### src/rtl/vga_timing_pkg.sv
// Shared VGA definitions: 640x480@60Hz timing defaults, 12-bit colours and
// the screen-space playfield limits used by pixel consumers.
package vga_timing_pkg;

   // Raster timing defaults (pixel clock derived from a 100 MHz board clock)
   localparam int unsigned CLK_DIV_DEF   = 4;
   localparam int unsigned H_SYNC_DEF    = 96;
   localparam int unsigned H_BP_END_DEF  = 144;
   localparam int unsigned H_ACT_END_DEF = 784;
   localparam int unsigned H_TOTAL_DEF   = 800;
   localparam int unsigned V_SYNC_DEF    = 2;
   localparam int unsigned V_BP_END_DEF  = 35;
   localparam int unsigned V_ACT_END_DEF = 515;
   localparam int unsigned V_TOTAL_DEF   = 525;

   // 12-bit RGB (4:4:4) colour constants
   localparam logic [11:0] RED          = 12'hF00;
   localparam logic [11:0] WHITE        = 12'hFFF;
   localparam logic [11:0] PINK         = 12'hF6B;
   localparam logic [11:0] BLUE         = 12'h00F;
   localparam logic [11:0] BLACK        = 12'h000;
   localparam logic [11:0] PURPLE       = 12'h80F;
   localparam logic [11:0] BRIGHT_GREEN = 12'h0F0;

   // Playfield limits in raster coordinates (inside the visible window)
   localparam logic [9:0] WALL_LEFT  = 10'd164;
   localparam logic [9:0] WALL_RIGHT = 10'd763;
   localparam logic [9:0] CEILING    = 10'd55;
   localparam logic [9:0] FLOOR      = 10'd494;

   // Half-open interval test: lo <= pos < hi
   function automatic logic in_span(input logic [9:0] pos,
                                    input logic [9:0] lo,
                                    input logic [9:0] hi);
      return (pos >= lo) && (pos < hi);
   endfunction

endpackage

### src/rtl/pixel_enable_div.sv
// Clock-enable generator: one-clk pulse every DIV clocks, decoded from the
// divider register so the pulse is glitch-free and aligned to the clock.
module pixel_enable_div
   import vga_timing_pkg::*;
#(
   parameter int unsigned DIV = CLK_DIV_DEF
) (
   input  logic clk,
   input  logic rst,
   output logic en
);

   localparam int unsigned W = (DIV > 1) ? $clog2(DIV) : 1;

   logic [W-1:0] div;

   // Modulo-DIV counter; restarts from zero on reset
   always_ff @(posedge clk) begin
      if (rst)
         div <= '0;
      else if (div == W'(DIV - 1))
         div <= '0;
      else
         div <= div + W'(1);
   end

   assign en = (div == W'(DIV - 1));

endmodule

### src/rtl/vga_timing_gen.sv
// VGA raster timing generator: column/line counters advanced on the pixel
// enable, registered sync/bright aligned with the counters, and a frame
// strobe at the start of vertical blanking.
module vga_timing_gen
   import vga_timing_pkg::*;
#(
   parameter int unsigned CLK_DIV   = CLK_DIV_DEF,
   parameter int unsigned H_SYNC    = H_SYNC_DEF,
   parameter int unsigned H_BP_END  = H_BP_END_DEF,
   parameter int unsigned H_ACT_END = H_ACT_END_DEF,
   parameter int unsigned H_TOTAL   = H_TOTAL_DEF,
   parameter int unsigned V_SYNC    = V_SYNC_DEF,
   parameter int unsigned V_BP_END  = V_BP_END_DEF,
   parameter int unsigned V_ACT_END = V_ACT_END_DEF,
   parameter int unsigned V_TOTAL   = V_TOTAL_DEF
) (
   input  logic       clk,
   input  logic       rst,
   output logic       pix_en,
   output logic [9:0] hCount,
   output logic [9:0] vCount,
   output logic       hSync,
   output logic       vSync,
   output logic       bright,
   output logic       frame_tick,
   output logic [7:0] frame_count
);

   localparam logic [9:0] H_LAST    = 10'(H_TOTAL - 1);
   localparam logic [9:0] V_LAST    = 10'(V_TOTAL - 1);
   localparam logic [9:0] V_ACT_LST = 10'(V_ACT_END - 1);

   logic [9:0] h_next;
   logic [9:0] v_next;
   logic       line_end;
   logic       blank_start;

   pixel_enable_div #(.DIV(CLK_DIV)) u_pix_div (
      .clk (clk),
      .rst (rst),
      .en  (pix_en)
   );

   // Next raster position; wrap (last col, last line) -> (0,0) with no idle pixel
   always_comb begin
      line_end    = (hCount == H_LAST);
      h_next      = line_end ? 10'd0 : hCount + 10'd1;
      v_next      = vCount;
      if (line_end)
         v_next = (vCount == V_LAST) ? 10'd0 : vCount + 10'd1;
      blank_start = line_end && (vCount == V_ACT_LST);
   end

   // Counters plus sync/bright decoded from the next position so all move together
   always_ff @(posedge clk) begin
      if (rst) begin
         hCount      <= '0;
         vCount      <= '0;
         hSync       <= 1'b0;
         vSync       <= 1'b0;
         bright      <= 1'b0;
         frame_tick  <= 1'b0;
         frame_count <= '0;
      end else begin
         frame_tick <= 1'b0;
         if (pix_en) begin
            hCount <= h_next;
            vCount <= v_next;
            hSync  <= !(h_next < 10'(H_SYNC));
            vSync  <= !(v_next < 10'(V_SYNC));
            bright <= in_span(h_next, 10'(H_BP_END), 10'(H_ACT_END)) &&
                      in_span(v_next, 10'(V_BP_END), 10'(V_ACT_END));
            if (blank_start) begin
               frame_tick  <= 1'b1;
               frame_count <= frame_count + 8'd1;
            end
         end
      end
   end

endmodule
### config.mk
export PLATFORM = sky130hd
export DESIGN_NAME = vga_timing_gen
export DESIGN_NICKNAME = d
export VERILOG_FILES = /design/src/rtl/vga_timing_pkg.sv /design/src/rtl/pixel_enable_div.sv /design/src/rtl/vga_timing_gen.sv
export SDC_FILE = /design/constraint.sdc
export NUM_CORES = 1
export LEC_CHECK = 0
export BUFFER_PORTS_ARGS = -buffer_cell sky130_fd_sc_hd__buf_2
export CAP_MARGIN = 0
export CORE_MARGIN = 3
export CORE_UTILIZATION = 60
export DETAILED_ROUTE_END_ITERATION = 8
export HOLD_SLACK_MARGIN = 0.15
export PLACE_DENSITY_LB_ADDON = 0.3
export SLEW_MARGIN = 20
export SYNTH_ARGS = -nofsm -noshare
export SYNTH_HDL_FRONTEND = slang
export SYNTH_SLANG_ARGS = --single-unit
### constraint.sdc
create_clock -name clk -period 5.1 [get_ports clk]
set_clock_uncertainty 0.1 [all_clocks]
set_input_delay 0.765 -clock clk [delete_from_list [all_inputs] [get_ports clk]]
set_output_delay 0.765 -clock clk [all_outputs]
set_load 0.03 [all_outputs]
Word-level counts from Yosys, hierarchy flattened

Index checks and enable logic that the tools add are counted.

Reduce and logical (&&, ||, !) cells: 9
$lt $le $gt $ge: 6
Bitwise logic cells: 1
Add/sub/neg operators: 4
Equal/unequal tests: 4
Multiplexer cells: 4

Operators by type and width:

| cell                                                        | count |
|---|---|
| == test 10 bit, second input constant                       | 3 |
| 2-to-1 mux 10 bit                                           | 3 |
| adder 10 x 1 -> 10 bit, second input constant               | 2 |
| less-than comparator 10 bit, second input constant          | 2 |
| >= comparator 10 x 6 -> 1 bit, second input constant        | 1 |
| >= comparator 10 x 8 -> 1 bit, second input constant        | 1 |
| less-than comparator 10 x 2 -> 1 bit, second input constant | 1 |
| less-than comparator 10 x 7 -> 1 bit, second input constant | 1 |
| adder 8 x 1 -> 8 bit, second input constant                 | 1 |
| logical AND 1 bit                                           | 4 |
| OR reduction 2 bit                                          | 2 |
| adder 2 x 1 -> 2 bit, second input constant                 | 1 |
| == test 2 bit, second input constant                        | 1 |
| zero test 1 bit                                             | 2 |
| AND reduction 2 bit                                         | 1 |
| 2-to-1 mux 1 bit                                            | 1 |
| inverter 1 bit                                              | 1 |

Input port bits: 2
Output and inout port bits: 33
Register bits after elaboration: 34
Word-level logic and storage cells: 36

Depth between registers and ports, before layout

Depth after elaboration: 6
Depth in mapped cells: 11
Mapped depth without buffers: 9

Modules after synthesis

Synthesis repeated with hierarchy kept, for this count alone.

Cells, all modules: 251
Area total of the unflattened synthesis: 1,996.9 sq um

By module, submodules not included:

| module           | cells each | instances | area an instance (sq um) | seq. area each (sq um) |
|---|---|---|---|---|
| vga_timing_gen   | 246        | 1         | 1,921.8                  | 640.6 |
| pixel_enable_div | 5          | 1         | 75.1                     | 40.0 |

Worst setup path before layout

Ideal clock, no wire load.

Path kind: register -> register
From: reg hCount[0]
To: reg frame_count[5]
Setup time: 0.128 ns
Clock period less this slack: 2.759 ns
Path slack: 2.341 ns
Stages on the path, launching flop included: 11
Buffers on the path: 2
Data required time: 4.872 ns
Arrival time: 2.531 ns
Cell sequence: dfxtp_1 -> ha_1 -> clkbuf_2 -> nand4_2 -> or4_4 -> buf_6 -> nor2_8 -> and4_4 -> nand3_2 -> xor2_1 -> nor2_1

Word-level cells in the longest chain between the ends: 3

Ends and longest elaborated chain:

| element                       | line                 | text |
|---|---|---|
| start, declared               | vga_timing_gen.sv:20 | `output logic [9:0] hCount,` |
| start signal, assigned        | vga_timing_gen.sv:67 | `hCount <= h_next;` |
| == test 10 bit                | vga_timing_gen.sv:46 | `line_end = (hCount == H_LAST);` |
| logical AND 1 bit             | vga_timing_gen.sv:51 | `blank_start = line_end && (vCount == V_ACT_LST);` |
| AND reduction 2 bit (no line) | n/a                  |  |
| end signal, assigned          | vga_timing_gen.sv:75 | `frame_count <= frame_count + 8'd1;` |
| end, declared                 | vga_timing_gen.sv:26 | `output logic [7:0] frame_count` |

Every way passes these cells.
A chain may end at the register's enable or synchronous reset.

Worst setup path after layout

From: reg hCount[0]
To: reg bright

Word-level cells in the longest chain between the ends: 5
Elaborated cells on any way between the ends: 11
Classes of those cells: add/sub: 1; order compare: 4; eq/ne: 1; mux: 2; reduce/logical: 3

Ends and longest elaborated chain:

| element                                                         | line                                       | text |
|---|---|---|
| adder 10 x 1 -> 10 bit / == test 10 bit (equally long branches) | vga_timing_gen.sv:47, vga_timing_gen.sv:46 |  |
| 2-to-1 mux 10 bit (on tied branches)                            | vga_timing_gen.sv:47, vga_timing_gen.sv:49 |  |
| >= comparator 10 x 8 -> 1 bit, or another cell as far along     | vga_timing_pkg.sv:35                       | `return (pos >= lo) && (pos < hi);` |
| logical AND 1 bit                                               | vga_timing_pkg.sv:35                       |  |
| logical AND 1 bit *                                             | vga_timing_gen.sv:71                       | `bright <= in_span(h_next, 10'(H_BP_END), 10'(H_ACT_END)) &&` |
| end signal, assigned                                            | vga_timing_gen.sv:71                       |  |
| end, declared                                                   | vga_timing_gen.sv:24                       | `output logic bright,` |

Every way passes the cells marked *; elsewhere a longest branch is shown, timed or not.

==> flow_summary.json <==
{
  "arrival_ns": 3.30,
  "r2r-start": "hCount[0]",
  "powerDensity_nw_per_um2": 218,
  "final_max_slew_viol_count": 0,
  "grt_pass1_vias": 1740,
  "hold_viol": 0,
  "yosysSeqAreaShare_pct": 32.7,
  "cts-root-buf": "clkbuf_4",
  "core_area_um2": 3180,
  "r2r_setup_slack_ns": 1.94,
  "die_x_um": 64.9,
  "crit_path_end": "bright",
  "vias_per_cell": 6.01,
  "cts_tree": "built",
  "clock-sinks": 34,
  "fillers": 304,
  "avgRoutedWirePerCell_um": 13.6,
  "setup_viol": 0,
  "max_slew_margin_pct": 34.1,
  "crit_type": "reg -> reg",
  "status": "complete, no violations",
  "timing.rr.end": "bright",
  "dp_hpwl_mm": 3.17,
  "r2r_cells": 8,
  "grt.total_usage_pct": 23.5,
  "drive_gt1_share_pct": 18.2,
  "route.vias.total": 1978,
  "max_cap_violations": 0,
  "crit_start": "hCount[0]",
  "synthTopCellsByArea": "dfxtp_1 33%, nor2_1 7.2%, a21oi_1 5.1%",
  "fin_tns_setup_ns": 0,
  "max_freq_mhz": 316,
  "die_h_um": 64.9,
  "worst_hold_path_type": "reg -> reg",
  "ctsHoldBuffers": 0,
  "ys.flop_type": "dfxtp_1",
  "clk-insertion-delay-late_ns": 0.35,
  "drt_iter0_drc": 214,
  "period_needed_ns": 3.16,
  "routed_wl_mm": 4.47,
  "ir_drop_v": 0.000199,
  "grt_pass1_wl_mm": 7.87,
  "synth_top_cell_area_share_pct": 32.7,
  "clkTransAtPathRegs_ns": 0.10,
  "port_buffers": 34,
  "diodes": 0,
  "detail-route-antenna-nets": 0,
  "cts-htree-levels": 2,
  "netlist_instances": 265,
  "period_share_pct": 62.0,
  "grt_overflow": 0,
  "syn_avg_cell_area_um2": 7.85,
  "synthDistinctLibCells": 55,
  "whs_ns": 0.346,
  "nets": 294,
  "synth_edf_count": 0,
  "p_leak_nw": 0.946,
  "path_max_fanout": 11,
  "syn_nets": 274,
  "cts-resized-gates": 0,
  "io_pins": 35,
  "gp_congestion": 0.922,
  "rows": 20,
  "clockBufferDepth": 2,
  "area_delta_synth_final_pct": 10.5,
  "grt_max_degree": 35,
  "critPathCaptureType": "register",
  "firstDrtPassIters": 4,
  "post-cts-setup-buffers": 0,
  "ys_ff_latch": 34,
  "cp-start-kind": "register",
  "cp_data_required_time_ns": 5.24,
  "rsz0062_at_grt": "no",
  "numCtsBuffers": 5,
  "tightest_slew_ns": 0.981,
  "synthArstFlopShare_pct": 0,
  "syn_area_um2": 2080,
  "antenna_found_initial": 0,
  "initial_core_util_pct": 65.5,
  "yosysTopAreaCell": "dfxtp_1",
  "ys_warn_count": 0,
  "drc": 0,
  "hold_depth": 1,
  "dieArea_um2": 4210
}
[final cells by class]
type	count	area (um2)	area share (%)
tap	44	55.1	2.40
sequential	34	681	29.6
inverter	7	26.3	1.14
timing repair buffer	35	178	7.73
clock inverter	1	30.0	1.31
clock buffer	6	51.3	2.23
multi-input combinational	202	1280	55.6
[synthesized netlist by cell type (2+ instances only)]
library cell	number
nor2_1	40
dfxtp_1	34
a21oi_1	21
nand2_1	16
clkbuf_1	15
nor3_1	10
and3_1	9
nand3_1	9
o21ai_0	9
xnor2_1	8
ha_1	7
inv_1	7
nand4_1	7
xor2_1	7
a311oi_1	6
a211oi_1	4
buf_2	4
mux2i_1	4
or3_1	4
nand2b_1	3
nor4_1	3
a31oi_1	2
and2_1	2
nand3_2	2
or4_1	2
[report_power, final]
part / leakage (nW) / total (mW) / switching, mW / internal (mW)
clock network: 0.0443 / 0.201 / 0.0865 / 0.114
registers: 0.275 / 0.273 / 0.00360 / 0.270
logic: 0.627 / 0.0282 / 0.0194 / 0.00880
[stage by stage]
step                power, mW  instance area, um2  instances  setup WS [ns]  util (%)
floorplan               0.300                2080        265           2.34         -
global placement        0.307                2220        322           2.04      69.8
detailed placement      0.307                2220        322           1.94      69.8
CTS                     0.506                2300        329           1.93      72.3
global route            0.520                2300        329           1.57      72.3
finish                  0.502                2300        329           1.94      72.3
[state kept, by name, indices dropped and copies added, names as in the netlist]
signal and flops:
frame_tick 1, hSync 1, u_pix_div.div 2, bright 1, hCount 10, frame_count 8, vSync 1, vCount 10
[cell usage in the layout, fill, tap and decap left out, drive strengths merged, types with 2 or more instances in the layout]
cell type and instances:
inv 7, or4 3, nor3 10, nand4 8, ha 7, or3b 2, dfxtp 34, nand2b 3
a21oi 21, clkbuf 6, nand3 11, o21ai 10, nor2 41, nand2 16, and3 9, xnor2 8
a311oi 6, nor4 3, a31oi 2, xor2 7, buf 35, a211oi 4, and2 2, mux2i 4
or3 4
[layer usage]
layer	share of wire (%)	global-route usage [%]
met1	47	32.1
met5	0	0
met2	44	35.2
met3	6.9	5.03
met4	1.9	10.8
[cell families after synthesis]
kind of cell | synth area share [%]
xor+xnor | 6.31
mux | 2.47
compound gates | 17.3
fa+ha+maj | 4.21
buf+inv | 5.89
simple gates | 31.1
flops | 32.7
[critical path, cell delays in order, from the launching register on]
cell and delay [ns]:
dfxtp_1 0.50, ha_1 0.35, nand4_2 0.24, nor3_1 0.86, o21ai_1 0.14, a21oi_1 0.22
or3b_1 0.36, o2111ai_1 0.19, nand3_1 0.09
[worst min path at each step]
stage                startpoint                to
6_report       u_pix_div.div[0]  u_pix_div.div[0]
5_1_grt        u_pix_div.div[0]  u_pix_div.div[0]
4_1_cts        u_pix_div.div[0]  u_pix_div.div[0]
3_5_place_dp   u_pix_div.div[0]  u_pix_div.div[0]
3_3_place_gp   u_pix_div.div[0]  u_pix_div.div[0]
2_1_floorplan  u_pix_div.div[0]  u_pix_div.div[0]
Power figures use the tool's default switching activity.
